### src/rtl/mult_div_unit.sv
// ============================================================================
// mult_div_unit : iterative 32-cycle multiply/divide with HI/LO registers
// Revision      : 1.0
// ============================================================================
`default_nettype none

module mult_div_unit #(
  parameter int WIDTH = 32
) (
  input  logic             clk,
  input  logic             reset,
  input  logic             start,
  input  logic [1:0]       op,
  input  logic [WIDTH-1:0] operand_a,
  input  logic [WIDTH-1:0] operand_b,
  input  logic             hi_we,
  input  logic             lo_we,
  input  logic [WIDTH-1:0] hi_wdata,
  input  logic [WIDTH-1:0] lo_wdata,
  output logic             busy,
  output logic             done,
  output logic [WIDTH-1:0] hi,
  output logic [WIDTH-1:0] lo
);

  typedef enum logic [1:0] {
    IDLE  = 2'd0,
    CALC  = 2'd1,
    FIXUP = 2'd2,
    DONE  = 2'd3
  } state_t;

  state_t             state;
  state_t             state_next;
  logic [5:0]         count;
  logic               is_div;
  logic               neg_res;
  logic               neg_rem;
  logic               div_zero;
  logic [WIDTH-1:0]   opnd;
  logic [2*WIDTH-1:0] acc;
  logic [WIDTH-1:0]   rem;

  logic               is_signed;
  logic               sign_a;
  logic               sign_b;
  logic [WIDTH-1:0]   mag_a;
  logic [WIDTH-1:0]   mag_b;
  logic [WIDTH:0]     mul_sum;
  logic [WIDTH:0]     div_shift;
  logic [WIDTH-1:0]   div_sub;
  logic               div_ok;
  logic [WIDTH-1:0]   quot;

  assign is_signed = ~op[0];
  assign sign_a    = is_signed & operand_a[WIDTH-1];
  assign sign_b    = is_signed & operand_b[WIDTH-1];
  assign mag_a     = sign_a ? -operand_a : operand_a;
  assign mag_b     = sign_b ? -operand_b : operand_b;

  // Multiply: acc = {partial product, remaining multiplier bits}
  assign mul_sum   = {1'b0, acc[2*WIDTH-1:WIDTH]}
                   + {1'b0, (acc[0] ? opnd : {WIDTH{1'b0}})};

  // Divide: acc[WIDTH-1:0] shifts dividend bits out and quotient bits in
  assign div_shift = {rem, acc[WIDTH-1]};
  assign div_ok    = (div_shift >= {1'b0, opnd});
  assign div_sub   = div_shift[WIDTH-1:0] - opnd;
  assign quot      = acc[WIDTH-1:0];

  assign busy      = (state != IDLE);

  always_comb begin
    state_next = state;
    case (state)
      IDLE:    if (start) state_next = CALC;
      CALC:    if (count == 6'(WIDTH-1)) state_next = FIXUP;
      FIXUP:   state_next = DONE;
      // DONE lasts two cycles; the second one carries the done pulse
      DONE:    if (done) state_next = IDLE;
      default: state_next = IDLE;
    endcase
  end

  always_ff @(posedge clk or posedge reset) begin
    if (reset) begin
      state    <= IDLE;
      count    <= '0;
      is_div   <= 1'b0;
      neg_res  <= 1'b0;
      neg_rem  <= 1'b0;
      div_zero <= 1'b0;
      opnd     <= '0;
      acc      <= '0;
      rem      <= '0;
      hi       <= '0;
      lo       <= '0;
      done     <= 1'b0;
    end else begin
      state <= state_next;
      done  <= (state == DONE) && !done;
      case (state)
        IDLE: begin
          if (start) begin
            is_div   <= op[1];
            neg_res  <= sign_a ^ sign_b;
            neg_rem  <= sign_a;
            div_zero <= (operand_b == '0);
            count    <= '0;
            rem      <= '0;
            if (op[1]) begin
              opnd <= mag_b;
              acc  <= {{WIDTH{1'b0}}, mag_a};
            end else begin
              opnd <= mag_a;
              acc  <= {{WIDTH{1'b0}}, mag_b};
            end
          end else begin
            if (hi_we) hi <= hi_wdata;
            if (lo_we) lo <= lo_wdata;
          end
        end
        CALC: begin
          count <= count + 6'd1;
          if (is_div) begin
            rem <= div_ok ? div_sub : div_shift[WIDTH-1:0];
            acc <= {acc[2*WIDTH-1:WIDTH], acc[WIDTH-2:0], div_ok};
          end else begin
            acc <= {mul_sum, acc[WIDTH-1:1]};
          end
        end
        FIXUP: begin
          if (is_div) begin
            // a zero divisor leaves an all-ones quotient regardless of sign
            lo <= (neg_res && !div_zero) ? -quot : quot;
            hi <= neg_rem ? -rem : rem;
          end else begin
            {hi, lo} <= neg_res ? -acc : acc;
          end
        end
        default: ;
      endcase
    end
  end

endmodule

`default_nettype wire

### config.mk
export PLATFORM = sky130hd
export DESIGN_NAME = mult_div_unit
export DESIGN_NICKNAME = d
export VERILOG_FILES = /design/src/rtl/mult_div_unit.sv
export SDC_FILE = /design/constraint.sdc
export NUM_CORES = 1
export LEC_CHECK = 0
export ABC_AREA = 0
export CAP_MARGIN = 20
export CORE_UTILIZATION = 45
export DETAILED_ROUTE_END_ITERATION = 10
export GPL_ROUTABILITY_DRIVEN = 0
export PLACE_DENSITY = 0.67
export SYNTH_ARGS = -nofsm -noshare
export SYNTH_HDL_FRONTEND = slang
export SYNTH_SLANG_ARGS = --single-unit
### constraint.sdc
create_clock -name clk -period 9 [get_ports clk]
set_input_delay 0.9 -clock clk [delete_from_list [all_inputs] [get_ports clk]]
set_output_delay 0.9 -clock clk [all_outputs]
set_load 0.05 [all_outputs]
[After elaboration in Yosys (flattened, before gate mapping)]
Cells that the tools add are included.
Storage, ports and cells
  bits in read-only memories: 0
  memory bits (writable): 0
  flip-flop bits (word level): 205
  memories: 0
  output and inout port bits: 66
  latch bits: 0
  word-level logic and storage cells: 83
  input bits: 135
Operators by class
  divide/modulo/power cells: 0
  reductions and logical operators: 16
  add/subtract/negate cells: 8
  shifts and indexed selects: 0
  mux-type cells: 29
  order comparisons: 1
  $mul: 0
  equal/unequal tests: 12
  bitwise gates (word level): 4
Operators with widths (number)
  2-to-1 mux 32 bit: 16
  2-to-1 mux 64 bit: 3
  one-hot mux 32 bit (2 select lines): 3
  negator 32 bit: 4
  one-hot mux 64 bit (2 select lines): 1
  negator 64 bit: 1
  adder 32 x 32 -> 33 bit: 1
  greater-or-equal comparator 33 x 32 -> 1 bit: 1
  zero test 32 bit: 1
  subtractor 32 bit: 1
  != test 2 bit (second input constant): 8
  AND reduction 3 bit: 5
  one-hot mux 6 bit (2 select lines): 1
  one-hot mux 2 bit (4 select lines): 1
  adder 6 x 1 -> 6 bit (second input constant): 1
  == test 6 x 5 -> 1 bit (second input constant): 1
  2-to-1 mux 2 bit: 3
  2-to-1 mux 6 bit: 1
  nonzero test 2 bit: 3
  == test 2 bit (second input constant): 2
  AND reduction 2 bit: 2
  bitwise AND 1 bit: 2
  == test 2 x 1 -> 1 bit (second input constant): 1
  logical AND 1 bit: 2
  4 further kinds: 5

[Longest topological paths before layout]
  word-level depth: 6
  gate-level depth with buffers: 14
  depth with buffers taken out: 13

[Worst setup path before layout]
Ideal clock, no wire load.
  path kind: reg-to-reg
  start: register acc[0]
  end: register hi[18]
  required time: 8865 ps
  arrival time: 3301 ps
  setup time: 135 ps
  path slack: 5565 ps
  period minus slack after synthesis: 3435 ps
  buffers on the path: 1
  cell stages (with the launch flop): 13
  cells stage by stage: dfrtp_1 inv_1 clkbuf_1 ha_1 or4b_2 nor4_1 nand2_1 or3_2 o41ai_1 xor2_1 o21ai_0 mux2i_1 o21ai_0
On the way
  longest elaborated chain between the ends: 4
RTL lines
  from (decl): RTL line 41  | logic [2*WIDTH-1:0] acc;
  from (signal assigned): RTL line 113  | acc <= {{WIDTH{1'b0}}, mag_a};
  from (signal assigned): RTL line 116  | acc <= {{WIDTH{1'b0}}, mag_b};
  from (signal assigned): RTL line 127  | acc <= {acc[2*WIDTH-1:WIDTH], acc[WIDTH-2:0], div_ok};
  negator 64 bit: RTL line 138  | {hi, lo} <= neg_res ? -acc : acc;
  2-to-1 mux 64 bit: RTL line 138
  2-to-1 mux 32 bit: RTL line 133  | if (is_div) begin
  one-hot mux 32 bit (2 select lines): RTL line 102  | case (state)
  to (signal assigned): RTL line 119  | if (hi_we) hi <= hi_wdata;
  to (signal assigned): RTL line 136  | hi <= neg_rem ? -rem : rem;
  to (signal assigned): RTL line 138
  to (decl): RTL line 22  | output logic [WIDTH-1:0] hi,
Every way passes these cells.
A chain may end at the register's enable or synchronous reset.

[Worst setup path after layout]
  start: register acc[0]
  end: register hi[8]
Same word-level chain as after synthesis.

==> run metrics <==
run status finished clean; die span in x between 150 and 200 um; fraction of layout cells with a size suffix above 1 5.24%; Post-synth EDFFs 0; ANT nets after route 0; # hold bufs at CTS 0; core area between 0.03 and 0.04 sq mm; clock slew at reported path FFs around 0.06 ns; setup bufs post-CTS 0; Synth area leaders dfrtp_1 (31%), o21ai_0 (7.7%), a21oi_1 (5.8%), nand2_1 (5.5%), ha_1 (5.5%); min Tclk post-route 4.52 ns; Syn Nets about 2300; Hold Slack between 0.4 and 0.5 ns; vias in the first global route roughly 15000; CTS Buf Count 25; Tcrit/Tclk final roughly 50%; top_reg_cell synth dfrtp_1; fmax 221 MHz; final hold violation count 0; Power Total roughly 6.5 mW; Mean Syn Cell Area slightly below 8 sq um; Area after DPL about 0.019 sq mm; largest family of logic cells by synthesized area compound AO/OA/AOI/OAI gates; DRT iter0 DRCs about 1600; top-level I/O count 201; # DRC 0; # resized after CTS 0; largest net degree at the start of global routing about 130; Starting Density between 40% and 50%; post-synthesis mux area share under 10%; layout net count 2452; Setup TNS 0 ns; diodes inserted 0; WL/cell approximately 20 um; Max-slew headroom 27.5%; most frequent cells in the layout o21ai_0 (256), nand2_1 (247), dfrtp_1 (204), nor2_1 (201), clkdlybuf4s50_1 (199); Synth Area in Adders 5.75%; WL final around 55000 um; simple logic cell fraction of the synthesized area roughly a fifth; RSZ-0062 raised after global routing false; clk buf depth 3; Design Area, Final about 0.020 sq mm; Max-cap violations 0; crit path launch type flip-flop; commonest non-fill, non-tap cell in the layout o21ai_0; top cell type by total area after synthesis dfrtp_1; vias per std cell between 6 and 7; die area 0.0381 sq mm; total global routing overflow 0; Power Dens Cells about 330 mW/mm^2; initial antenna violation count 1; Worst Hold Class reg -> reg; endpoints failing setup 0; critical path class reg -> reg; worst reg-to-reg setup slack 4.48 ns; Pleak about 8.3 nW; DRT Pass-1 Iters 8; Core Util, Final 54.1%; first-pass GRT wire length ~86000 um; worst-skew pair later-pin latency 0.55 ns; CTS tree yes; row cnt 70; CP Capture Type flip-flop; post-synth top area share between 30% and 40%; Syn Inst Count 2116; Clock Skews approximately 0.012 ns; complex-gate fraction of the synthesized area around a quarter; IO buf count 200; ys async rst share 100%; Critical Path RT around 9.4 ns; Arr. time, crit path slightly below 5 ns; Final Max Slew Viols 0; worst vdd ir 193 uV; clock root buffer clkbuf_16; post-synthesis cell area ~0.017 sq mm; critical-path maximum fanout 31; register bit count reported by yosys 205; sequential fraction of the synthesis area slightly above 30%; total track usage ~28%; routed via count ~16000; Worst-Margin Slew between 1 and 1.5 ns; Clock Sinks just over 200; Yosys cell types 78; Post-Synth XOR/XNOR Area about a tenth; Synth Warn # 0; DP Wirelength about 42000 um; H-tree depth 1; die height between 150 and 200 um; Area Overhead vs Synth 18.2%
routing by layer:
metal	routed length (um)	share of wire, %	GRT usage [%]
met3	4670	8.5	4.65
met5	0	0	0
met2	23400	42	42.4
met1	24900	45	40.7
met4	2080	3.8	10.9
area by class of cell:
| class | instances | area [sq um] |
|---|---|---|
| inverters | 70 | 270 |
| clock buffers | 34 | 699 |
| multi-input cells | 1721 | 10900 |
| well taps | 468 | 586 |
| repair buffers | 218 | 2170 |
| flip-flops and latches | 205 | 5130 |
| clock inverters | 5 | 68.8 |
| fillers | 3395 | 16800 |
cells in the mapped netlist (all sizes together) (4+ instances only):
master,n
o21ai,259
nor3,25
dfrtp,205
inv,69
clkbuf,107
a31oi,14
xor2,102
or2,11
nand4,16
nor4b,4
a211oi,39
a32o,4
a221o,5
mux2,27
a221oi,4
and2,9
a21o,31
a21boi,5
nor3b,24
a21oi,196
o211ai,9
xnor2,94
nand2b,15
or4,21
nand2,248
buf,13
ha,74
o21bai,5
nor2,201
a222oi,5
and3,7
o311ai,6
mux2i,53
nor4,17
or3,25
o41ai,18
nand3,28
o21a,16
nor2b,15
o31ai,45
path summary, 6_finish.rpt:
path,startpoint,depth (start not counted),endpoint
hold reg to reg,done$_DFF_PP0_,1,done$_DFF_PP0_
max in group asynchronous,reset,4,is_div$_DFFE_PP0P_
min in group asynchronous,reset,2,lo[14]$_DFFE_PP0P_
setup reg to reg,acc[0]$_DFFE_PP0P_,11,hi[8]$_DFFE_PP0P_
hold / removal,done$_DFF_PP0_,1,done$_DFF_PP0_
setup / recovery,acc[0]$_DFFE_PP0P_,11,hi[8]$_DFFE_PP0P_
sequential cells by signal (all words and copies together) (netlist names):
name      flops
count         6
done          1
neg_res       1
div_zero      1
lo           32
acc          64
neg_rem       1
hi           32
is_div        1
rem          32
state         2
opnd         32
cells by family after synthesis:
group / count (synthesis)
DFF: 205
AOI/OAI and AO/OA: 690
and+or+nand+nor: 679
muxes: 80
adders and majority gates: 76
buffers and inverters: 190
xor gates and xnor gates: 196
through the flow:
step	setup slack (ns)	cells
after floorplan	2.50	2116
after global placement	4.57	2679
after detailed placement	4.54	2680
after CTS	4.51	2719
after global routing	4.11	2721
final	4.48	2721
worst max-delay path, cell delays in order (launching register included):
cell     delay, ns
dfrtp_1       0.49
inv_1         0.83
ha_1          0.35
or4b_2        0.67
nor4_1        0.37
nand4_1       0.40
or2_2         0.53
o31ai_1       0.26
xor2_1        0.16
o21ai_0       0.09
mux2i_1       0.14
o21ai_0       0.09
report_power, final:
group          switching (mW)  internal, mW
Combinational            2.49          1.36
Sequential              0.382          1.27
Clock                   0.408         0.568
Total                    3.28          3.20
Note: power is estimated with default switching activity, not from simulation.
